[src/rtl/display_scan_ctrl_if.sv]
// Board-side bundle of the display scan controller: button bank in, digit enables,
// segment bus, cursor and edit strobe out.
interface display_scan_ctrl_if #(
  parameter int DIGITS = 2
);
  logic [7:0]        b;
  logic [DIGITS-1:0] gnd;
  logic [7:0]        leds;
  logic [1:0]        cursor;
  logic              edit_strobe;

  // master: the scan controller; slave: the board (buttons, LED pins)
  modport master (input b, output gnd, output leds, output cursor, output edit_strobe);
  modport slave  (output b, input gnd, input leds, input cursor, input edit_strobe);
endinterface

[src/rtl/display_scan_ctrl.sv]
// Time-multiplexed LED digit scanner with debounced single-button image editing.
// Define SCAN_BLANK_EN to insert an all-off BLANK slot between digits.
module display_scan_ctrl #(
  parameter int DIGITS    = 2,
  parameter int SLOT_CYC  = 128,
  parameter int BLANK_CYC = 8,
  parameter int DEB_BITS  = 21
) (
  input  logic                clk,
  input  logic                rst,
  display_scan_ctrl_if.master bus
);

  localparam int CNT_MAX = (SLOT_CYC > BLANK_CYC) ? SLOT_CYC : BLANK_CYC;
  localparam int CNT_W   = $clog2(CNT_MAX + 1);
  localparam logic [CNT_W-1:0] SLOT_LAST  = CNT_W'(SLOT_CYC - 1);
`ifdef SCAN_BLANK_EN
  localparam logic [CNT_W-1:0] BLANK_LAST = CNT_W'(BLANK_CYC - 1);
`endif
  localparam logic [1:0] DIGIT_LAST = 2'(DIGITS - 1);

  typedef enum logic {ACTIVE, BLANK} scan_state_t;

  scan_state_t       state_reg, state_next;
  logic [1:0]        digit_reg, digit_next;
  logic [1:0]        digit_inc;
  logic [CNT_W-1:0]  slot_cnt_reg, slot_cnt_next;

  logic [DEB_BITS-1:0] presc_reg;
  logic                tick;
  logic                valid_press;
  logic                accept;
  logic                armed_reg;
  logic                cursor_move;
  logic                seg_toggle;
  logic [6:0]          toggle_mask;
  logic [1:0]          cursor_reg;
  logic                edit_strobe_reg;

  logic [6:0]        img  [4];
  logic [7:0]        disp [4];
  logic [DIGITS-1:0] gnd;
  logic [7:0]        leds;

  // ---------------- scan FSM ----------------
  assign digit_inc = (digit_reg == DIGIT_LAST) ? 2'd0 : digit_reg + 2'd1;

  always_ff @(posedge clk) begin
    if (rst) begin
      state_reg    <= ACTIVE;
      digit_reg    <= 2'd0;
      slot_cnt_reg <= '0;
    end else begin
      state_reg    <= state_next;
      digit_reg    <= digit_next;
      slot_cnt_reg <= slot_cnt_next;
    end
  end

  always_comb begin
    state_next    = state_reg;
    digit_next    = digit_reg;
    slot_cnt_next = slot_cnt_reg + CNT_W'(1);
    case (state_reg)
      ACTIVE: begin
        if (slot_cnt_reg == SLOT_LAST) begin
          slot_cnt_next = '0;
`ifdef SCAN_BLANK_EN
          state_next    = BLANK;
`else
          digit_next    = digit_inc;
`endif
        end
      end
      BLANK: begin
`ifdef SCAN_BLANK_EN
        if (slot_cnt_reg == BLANK_LAST) begin
          slot_cnt_next = '0;
          state_next    = ACTIVE;
          digit_next    = digit_inc;
        end
`else
        slot_cnt_next = '0;
        state_next    = ACTIVE;
`endif
      end
      default: begin
        state_next    = ACTIVE;
        slot_cnt_next = '0;
      end
    endcase
  end

  // ---------------- button sampling ----------------
  always_ff @(posedge clk) begin
    if (rst) begin
      presc_reg <= '0;
    end else begin
      presc_reg <= presc_reg + DEB_BITS'(1);
    end
  end

  assign tick        = &presc_reg;
  assign valid_press = ($countones(bus.b) == 7);
  assign accept      = tick && valid_press && armed_reg;
  assign cursor_move = accept && !bus.b[7];
  assign seg_toggle  = accept && bus.b[7];
  assign toggle_mask = ~bus.b[6:0];

  // Any valid sample disarms (accepted or held); anything else re-arms.
  always_ff @(posedge clk) begin
    if (rst) begin
      armed_reg       <= 1'b1;
      cursor_reg      <= 2'd0;
      edit_strobe_reg <= 1'b0;
    end else begin
      if (tick) begin
        armed_reg <= !valid_press;
      end
      if (cursor_move) begin
        cursor_reg <= (cursor_reg == DIGIT_LAST) ? 2'd0 : cursor_reg + 2'd1;
      end
      edit_strobe_reg <= accept;
    end
  end

  // ---------------- per-digit images and decode ----------------
  genvar gi;
  generate
    for (gi = 0; gi < 4; gi++) begin : g_digit
      if (gi < DIGITS) begin : g_used
        logic [6:0] img_reg;
        always_ff @(posedge clk) begin
          if (rst) begin
            img_reg <= 7'h00;
          end else if (seg_toggle && (cursor_reg == 2'(gi))) begin
            img_reg <= img_reg ^ toggle_mask;
          end
        end
        assign img[gi] = img_reg;
        assign gnd[gi] = (state_reg == ACTIVE) && (digit_reg == 2'(gi));
      end else begin : g_unused
        assign img[gi] = 7'h00;
      end
      assign disp[gi] = {(cursor_reg == 2'(gi)), img[gi]};
    end
  endgenerate

  assign leds = (state_reg == ACTIVE) ? disp[digit_reg] : 8'h00;

  assign bus.gnd         = gnd;
  assign bus.leds        = leds;
  assign bus.cursor      = cursor_reg;
  assign bus.edit_strobe = edit_strobe_reg;

endmodule

[src/flat_wrapper.sv]
// flat-port wrapper written by rule: the top's interface ports become plain ports
module display_scan_ctrl_flat 
#(
  parameter int DIGITS    = 2,
  parameter int SLOT_CYC  = 128,
  parameter int BLANK_CYC = 8,
  parameter int DEB_BITS  = 21
)
  (clk, rst, bus_b, bus_gnd, bus_leds, bus_cursor, bus_edit_strobe);
  display_scan_ctrl_if #(.DIGITS(DIGITS)) bus_i ();
  input  logic clk;
  input  logic rst;
  input wire logic [$bits(bus_i.b)-1:0] bus_b;
  output wire logic [$bits(bus_i.gnd)-1:0] bus_gnd;
  output wire logic [$bits(bus_i.leds)-1:0] bus_leds;
  output wire logic [$bits(bus_i.cursor)-1:0] bus_cursor;
  output wire logic [$bits(bus_i.edit_strobe)-1:0] bus_edit_strobe;
  assign bus_i.b = bus_b;
  assign bus_gnd = bus_i.gnd;
  assign bus_leds = bus_i.leds;
  assign bus_cursor = bus_i.cursor;
  assign bus_edit_strobe = bus_i.edit_strobe;
  display_scan_ctrl #(.DIGITS(DIGITS), .SLOT_CYC(SLOT_CYC), .BLANK_CYC(BLANK_CYC), .DEB_BITS(DEB_BITS)) u_core (.clk(clk), .rst(rst), .bus(bus_i));
endmodule
[config.mk]
export PLATFORM = sky130hd
export DESIGN_NAME = display_scan_ctrl_flat
export DESIGN_NICKNAME = d
export VERILOG_FILES = /design/src/rtl/display_scan_ctrl_if.sv /design/src/rtl/display_scan_ctrl.sv /design/src/flat_wrapper.sv
export SDC_FILE = /design/constraint.sdc
export NUM_CORES = 1
export LEC_CHECK = 0
export ABC_AREA = 1
export CAP_MARGIN = 20
export CORE_ASPECT_RATIO = 1.1
export CORE_MARGIN = 2
export CORE_UTILIZATION = 45
export DETAILED_ROUTE_END_ITERATION = 16
export GPL_ROUTABILITY_DRIVEN = 0
export HOLD_SLACK_MARGIN = 0.08
export PLACE_DENSITY = 0.64
export SKIP_LAST_GASP = 1
export SLEW_MARGIN = 0
export SYNTH_ARGS = -nofsm -noshare
export SYNTH_HDL_FRONTEND = slang
export SYNTH_SLANG_ARGS = --single-unit
[constraint.sdc]
create_clock -name clk -period 9.32 [get_ports clk]
set_clock_uncertainty 0.2 [all_clocks]
set_input_delay 2.33 -clock clk [delete_from_list [all_inputs] [get_ports clk]]
set_output_delay 2.33 -clock clk [all_outputs]
set_load 0.005 [all_outputs]
==> reports/results.md, run 1 <==
| Metric | Value | Unit |
|---|---|---|
| Status | completed | - |
| Count of endpoints failing hold in the final timing report | 0 | - |
| Routed Antenna Nets | 0 | - |
| CTS tree | built | - |
| Area used by sequential logic in the layout | 980.9 | sq um |
| Ordered cell list for the critical path | clkdlybuf4s50_1, ha_1, inv_1, fa_1, inv_1, fa_1, ha_1, inv_1, fa_1, nor3b_1, nand4_4, nor2_8, nand3_1, nand2_1, nor2_1 | - |
| Category of the most critical setup path | in2reg | - |
| Largest cells by area after synthesis | sky130_fd_sc_hd__dfxtp_1, sky130_fd_sc_hd__nor2_1, sky130_fd_sc_hd__nand2_1 | - |
| Leakage | 1.154 | nW |
| Cell class contributing the biggest share of worst-path delay | adder cells | - |
| Portion of the clock cycle consumed by the worst path in the final layout | 0.6395 | - |
| Via-per-instance ratio | 4.998 | - |
| Nets in the synthesized netlist | 342 | - |
| Critical path required time | 9.33 | ns |
| WP data arrival | 5.97 | ns |
| Slew margin rel. | 0.4571 | - |
| Number of flops mapped to enable cells by yosys | 0 | - |
| Area growth syn-to-layout | 15.63 | % |
| Total of flip-flops plus latches after synthesis | 49 | - |
| Detailed router's first-iteration violation count | 142 | - |
| Clock latency at the later pin of the worst-skew pair | 0.31 | ns |
| Critical path capture point type | flip-flop | - |
| Post-route minimum period | 5.960 | ns |
| Total standard cell area after synthesis | 2457 | sq um |
| Number of remaining DRC errors | 0 | - |
| I/O pins | 23 | - |
| Power density of the placed cells | 142.8 | nW/um^2 |
| Root Driver | sky130_fd_sc_hd__clkbuf_8 | - |
| Number of distinct library cells after synthesis | 34 | - |
| Standard cell core area | 5325 | sq um |
| Initial core utilization | 0.4615 | - |
| Antenna diode count | 0 | - |
| Final HPWL from detailed placement | 3.426 | mm |
| Final Slew Violations | 0 | - |
| Width of the die | 74.46 | um |
| Maximum fanout along the worst path | 28 | - |
| Area after detailed placement | 2721 | sq um |
| Number of antenna violations at the first check in global routing | 0 | - |
| Sequential cell area fraction in the yosys report | 0.3992 | - |
| Clock-pin transition on the worst setup and hold timing paths | 0.09 | ns |
| Share of post-route cells with drive strength above 1 | 0.06977 | - |
| Total grt overflow | 0 | - |
| Hold Buf Count CTS | 0 | - |
| H-tree depth | 2 | - |
| Worst min-delay path category | reg2reg | - |
| Area occupied by multi-input gates | 1295 | sq um |
| Async set-or-reset flop fraction in the synthesized netlist | 0 | - |
| Number of setup buffers added after CTS | 0 | - |
| Worst Path Buf+Inv | 4 | - |
| Clock buffers created by TritonCTS | 5 | - |
| Number of iterations in the first detailed-routing pass | 4 | - |
| Yosys warnings | 0 | - |
| Cell with the most instances after synthesis | sky130_fd_sc_hd__nor2_1 | - |
| Overall fraction of global-route tracks in use | 0.1733 | - |
| Number of global-route vias before repair | 1,832 | - |
| WL per Instance | 11.18 | um |
| Cell accounting for the most synthesized area | sky130_fd_sc_hd__dfxtp_1 | - |
| Slowest stage cell on the critical path | sky130_fd_sc_hd__clkdlybuf4s50_1 | - |
| Core Rows | 28 | - |
| Non-Filler Cell Area, Final | 2841 | sq um |
| Peak VDD IR | 0.07465 | mV |
| Total setup violations reported at the end of the flow | 0 | - |
| Gate Count Post-Synth | 320 | - |
| Clock Tree Buf Depth | 2 | - |
| Number of gates given a new drive strength after cts | 0 | - |
| Setup repair after global routing missed its margin | no | - |
| Largest stage delay on the critical path | 0.47 | ns |
| Via count | 2,094 | - |
| Global-route wire length before repair | 8.169 | mm |
| Post-layout nets | 365 | - |
| Post-synth top area share | 0.3992 | - |
| Avg Cell Area, Syn | 7.679 | sq um |
| Dominant register cell in the synthesized netlist | sky130_fd_sc_hd__dfxtp_1 | - |
| Die height | 81.51 | um |
| Peak Freq | 167.8 | MHz |
| Number of flip-flops in the largest register | 21 | - |
| Total Wirelength | 4.686 | mm |
| Startpoint types | input pin | - |
| Post-route total power | 0.0004058 | W |
| Slew @ Worst Pin | 0.8094 | ns |
| Cell types with the highest counts after synthesis | sky130_fd_sc_hd__nor2_1, sky130_fd_sc_hd__nand2_1, sky130_fd_sc_hd__dfxtp_1 | - |
| Number of sinks handled by clock tree synthesis | 49 | - |
| Count of input and output buffers | 22 | - |
| Area of the die | 6069 | sq um |
| Setup TNS | 0 | ns |
| Count of maximum capacitance violations | 0 | - |
| Fill cell total of the finished layout | 545 | - |
| Largest net degree at the start of global routing | 29 | - |
## per-stage QoR
| stage | hold slack [ns] | worst slack, ns | util | instances |
|---|---|---|---|---|
| finish | 0.2513 | 3.360 | 0.5336 | 419 |
| global route | 0.2647 | 3.136 | 0.5336 | 419 |
| CTS | 0.2549 | 3.351 | 0.5336 | 419 |
| detailed placement | 0.2422 | 3.016 | 0.5110 | 411 |
| global placement | 0.2308 | 3.079 | 0.5110 | 411 |
| floorplan | 0.2175 | 3.808 | - | 320 |
## power breakdown
part	leakage [nW]	internal [W]	switching (W)
registers	0.396	0.000211	0.00000137
logic	0.701	0.0000138	0.0000189
clock network	0.0574	0.0000873	0.0000731
total	1.15	0.000312	0.0000934
## placed cells by master, fill, tap and decap left out, drive strengths merged, types with 2 or more instances in the layout
cell            n
ha              8
nand2          54
fa              4
or2             3
a21oi          33
dfxtp          49
nor3           11
nor2           62
xor2            3
nor4            2
nand4           3
clkbuf          6
a22o            7
o21a            3
inv            34
o21ai           8
nand3          22
clkdlybuf4s50  22
nand3b          2
## cells by family after synthesis
group / after synthesis / synth area share
xor gates and xnor gates: 3 / 0.01069
adders and majority gates: 12 / 0.07332
buffers and inverters: 41 / 0.07383
DFF: 49 / 0.3992
AOI/OAI and AO/OA: 54 / 0.1324
and+or+nand+nor: 161 / 0.3106
## layer usage
layer	up-vias	part of all wire	GRT usage
met5	-	0	0
met2	27	0.45	0.2628
met1	971	0.50	0.2382
met3	7	0.033	0.04294
met4	0	0.017	0.06429
li1	1089	-	-
## final timing paths
path | from | endpoint | slack, ns | depth (start not counted)
worst max register to register | u_core.presc_reg[0] | u_core.g_digit[1].g_used.img_reg[3] | 7.21 | 10
worst min-delay path | u_core.slot_cnt_reg[0] | u_core.slot_cnt_reg[0] | 0.25 | 1
worst max-delay path | bus_b[6] | u_core.g_digit[1].g_used.img_reg[3] | 3.36 | 15
worst min register to register | u_core.slot_cnt_reg[0] | u_core.slot_cnt_reg[0] | 0.25 | 1
## area by class of cell
cell class	instances	area share
multi-input combinational	230	0.4557
sequential	49	0.3452
inverter	35	0.04624
clock inverter	2	0.01321
tap	75	0.03303
timing repair buffer	22	0.07750
clock buffer	6	0.02906
## worst register-to-register path: stages, from the launching register on
cell and delay [ns]:
sky130_fd_sc_hd__dfxtp_1 0.36, sky130_fd_sc_hd__ha_1 0.19, sky130_fd_sc_hd__nand2_2 0.10, sky130_fd_sc_hd__nor2_8 0.14, sky130_fd_sc_hd__nand2_4 0.10, sky130_fd_sc_hd__nor2_8 0.16
sky130_fd_sc_hd__nand4_4 0.14, sky130_fd_sc_hd__nor2_8 0.35, sky130_fd_sc_hd__nand3_1 0.13, sky130_fd_sc_hd__nand2_1 0.08, sky130_fd_sc_hd__nor2_1 0.05
(Power assumes the default switching activity.)
==> inputs of run 2 (changes only) <==
PLACE_DENSITY = 0.67   (was 0.64)
clock period = 5.47 ns   (was 9.32 ns; I/O delays follow)
==> reports/results.md, run 2 (same netlist as run 1, synthesis figures left out) <==
| Metric | Value | Unit |
|---|---|---|
| Power density of the placed cells | 224.1 | nW/um^2 |
| Number of setup buffers added after CTS | 0 | - |
| Number of sinks handled by clock tree synthesis | 49 | - |
| Worst min-delay path category | reg2reg | - |
| Startpoint types | input pin | - |
| Number of antenna violations at the first check in global routing | 0 | - |
| Clock Tree Buf Depth | 2 | - |
| Via-per-instance ratio | 5.000 | - |
| Number of remaining DRC errors | 0 | - |
| Fill cell total of the finished layout | 549 | - |
| Setup repair after global routing missed its margin | no | - |
| Peak Freq | 200.8 | MHz |
| Global-route wire length before repair | 7.914 | mm |
| Category of the most critical setup path | in2reg | - |
| Capture endpoint of the worst hold path | u_core.presc_reg[0] | - |
| Area after detailed placement | 2729 | sq um |
| Final Slew Violations | 0 | - |
| Hold path depth | 1 | - |
| Number of global-route vias before repair | 1,812 | - |
| Launch point of the worst hold path | u_core.presc_reg[0] | - |
| Leading cell type in the layout, fill and taps excluded | sky130_fd_sc_hd__nor2_1 | - |
| Area growth syn-to-layout | 14.61 | % |
| Critical path required time | 5.48 | ns |
| Core Rows | 28 | - |
| Slew margin rel. | 0.5149 | - |
| Routed Antenna Nets | 0 | - |
| Non-Filler Cell Area, Final | 2816 | sq um |
| H-tree depth | 2 | - |
| Root Driver | sky130_fd_sc_hd__clkbuf_8 | - |
| Terminus of the critical flop-to-flop path | u_core.g_digit[0].g_used.img_reg[6] | - |
| Highest-count cells in the layout ignoring fill and taps | sky130_fd_sc_hd__nor2_1, sky130_fd_sc_hd__nand2_1, sky130_fd_sc_hd__dfxtp_1 | - |
| Depth of the worst register-to-register path | 10 | - |
| Antenna diode count | 0 | - |
| WP data arrival | 4.99 | ns |
| Count of maximum capacitance violations | 0 | - |
| Width of the die | 74.46 | um |
| I/O pins | 23 | - |
| Slew @ Worst Pin | 0.7250 | ns |
| Peak VDD IR | 0.1076 | mV |
| WL per Instance | 11.44 | um |
| Count of input and output buffers | 22 | - |
| Critical path capture point type | flip-flop | - |
| Hold Buf Count CTS | 0 | - |
| Standard cell core area | 5325 | sq um |
| Reg2reg start | u_core.presc_reg[0] | - |
| Total setup violations reported at the end of the flow | 0 | - |
| Detailed router's first-iteration violation count | 82 | - |
| Total grt overflow | 0 | - |
| Number of gates given a new drive strength after cts | 0 | - |
| Share of post-route cells with drive strength above 1 | 0.06957 | - |
| Count of endpoints failing hold in the final timing report | 0 | - |
| Overall fraction of global-route tracks in use | 0.1669 | - |
| Post-layout nets | 366 | - |
| Status | completed | - |
| Final HPWL from detailed placement | 3.511 | mm |
| Clock latency at the later pin of the worst-skew pair | 0.30 | ns |
| Die height | 81.51 | um |
| Portion of the clock cycle consumed by the worst path in the final layout | 0.9107 | - |
| Initial core utilization | 0.4615 | - |
| CTS tree | built | - |
| Area of the die | 6069 | sq um |
| Number of flip-flops in the largest register | 21 | - |
| Clock buffers created by TritonCTS | 5 | - |
| Largest net degree at the start of global routing | 29 | - |
| Maximum fanout along the worst path | 28 | - |
| Clock-pin transition on the worst setup and hold timing paths | 0.09 | ns |
| Post-route minimum period | 4.981 | ns |
| Setup TNS | 0 | ns |
| Setup slack on the worst flop-to-flop path | 3.36 | ns |
| Via count | 2,100 | - |
| Leakage | 1.139 | nW |
| Total Wirelength | 4.805 | mm |
| Number of iterations in the first detailed-routing pass | 4 | - |
[run 2: changes by cell type in the layout (fill, tap and decap cells not counted), sizes merged]
cell	before	now
clkinvlp	1	2
bufinv	1	0
buf	0	1
[run 2: report_power, final]
part | switching, W | leakage, nW | internal (W)
clock network | 0.000122 | 0.0374 | 0.0000903
registers | 0.00000237 | 0.396 | 0.000360
logic | 0.0000321 | 0.705 | 0.0000238
total | 0.000157 | 1.14 | 0.000474
[run 2: metrics by stage]
step             util  hold WS, ns  setup slack [ns]  instances  power (W)
3_3_place_gp   0.5125       0.2328            0.2230        412  0.0004253
2_1_floorplan       -       0.2175            0.9200        320  0.0004086
6_report       0.5289       0.2464            0.4887        420  0.0006310
4_1_cts        0.5289       0.2514            0.4655        420  0.0006413
5_1_grt        0.5289       0.2816            0.2031        420  0.0006644
3_5_place_dp   0.5125       0.2391            0.1312        412  0.0004284
[run 2: worst max path at each step]
| stage | startpoint | end | slack (ns) |
|---|---|---|---|
| 2_1_floorplan | bus_b[6] | u_core.g_digit[1].g_used.img_reg[2] | 0.92 |
| 3_3_place_gp | bus_b[7] | u_core.g_digit[1].g_used.img_reg[3] | 0.22 |
| 3_5_place_dp | bus_b[7] | u_core.g_digit[0].g_used.img_reg[6] | 0.13 |
| 4_1_cts | bus_b[7] | u_core.g_digit[0].g_used.img_reg[6] | 0.47 |
| 5_1_grt | bus_b[7] | u_core.g_digit[1].g_used.img_reg[4] | 0.20 |
| 6_report | bus_b[7] | u_core.g_digit[0].g_used.img_reg[6] | 0.49 |
[run 2: metal layers]
layer  vias to the layer above  GRT usage  wire [um]
met5                         -          0          0
met4                         0    0.05357         70
met3                         7    0.02577        131
met2                        26     0.2743       2221
met1                       969     0.2241       2382
li1                       1098          -          -
[run 2: cell type report]
type                    count  area, sq um  share of cell area
repair buffers             23        227.7             0.08085
inverters                  35        131.4             0.04665
clock inverters             2        15.01            0.005331
multi-input cells         230         1295              0.4598
flip-flops and latches     49        980.9              0.3483
clock buffers               6        72.57             0.02577
well taps                  75        93.84             0.03332
[run 2: worst max-delay path: stages]
cell                              delay, ns
sky130_fd_sc_hd__clkdlybuf4s50_1       0.47
sky130_fd_sc_hd__ha_1                  0.30
sky130_fd_sc_hd__inv_1                 0.05
sky130_fd_sc_hd__fa_1                  0.40
sky130_fd_sc_hd__inv_1                 0.09
sky130_fd_sc_hd__fa_1                  0.43
sky130_fd_sc_hd__ha_1                  0.21
sky130_fd_sc_hd__inv_1                 0.06
sky130_fd_sc_hd__fa_1                  0.40
sky130_fd_sc_hd__nor3b_1               0.40
sky130_fd_sc_hd__nand4_4               0.19
sky130_fd_sc_hd__nor2_8                0.35
sky130_fd_sc_hd__nand3_1               0.12
sky130_fd_sc_hd__nand2_1               0.09
sky130_fd_sc_hd__nor2_1                0.05
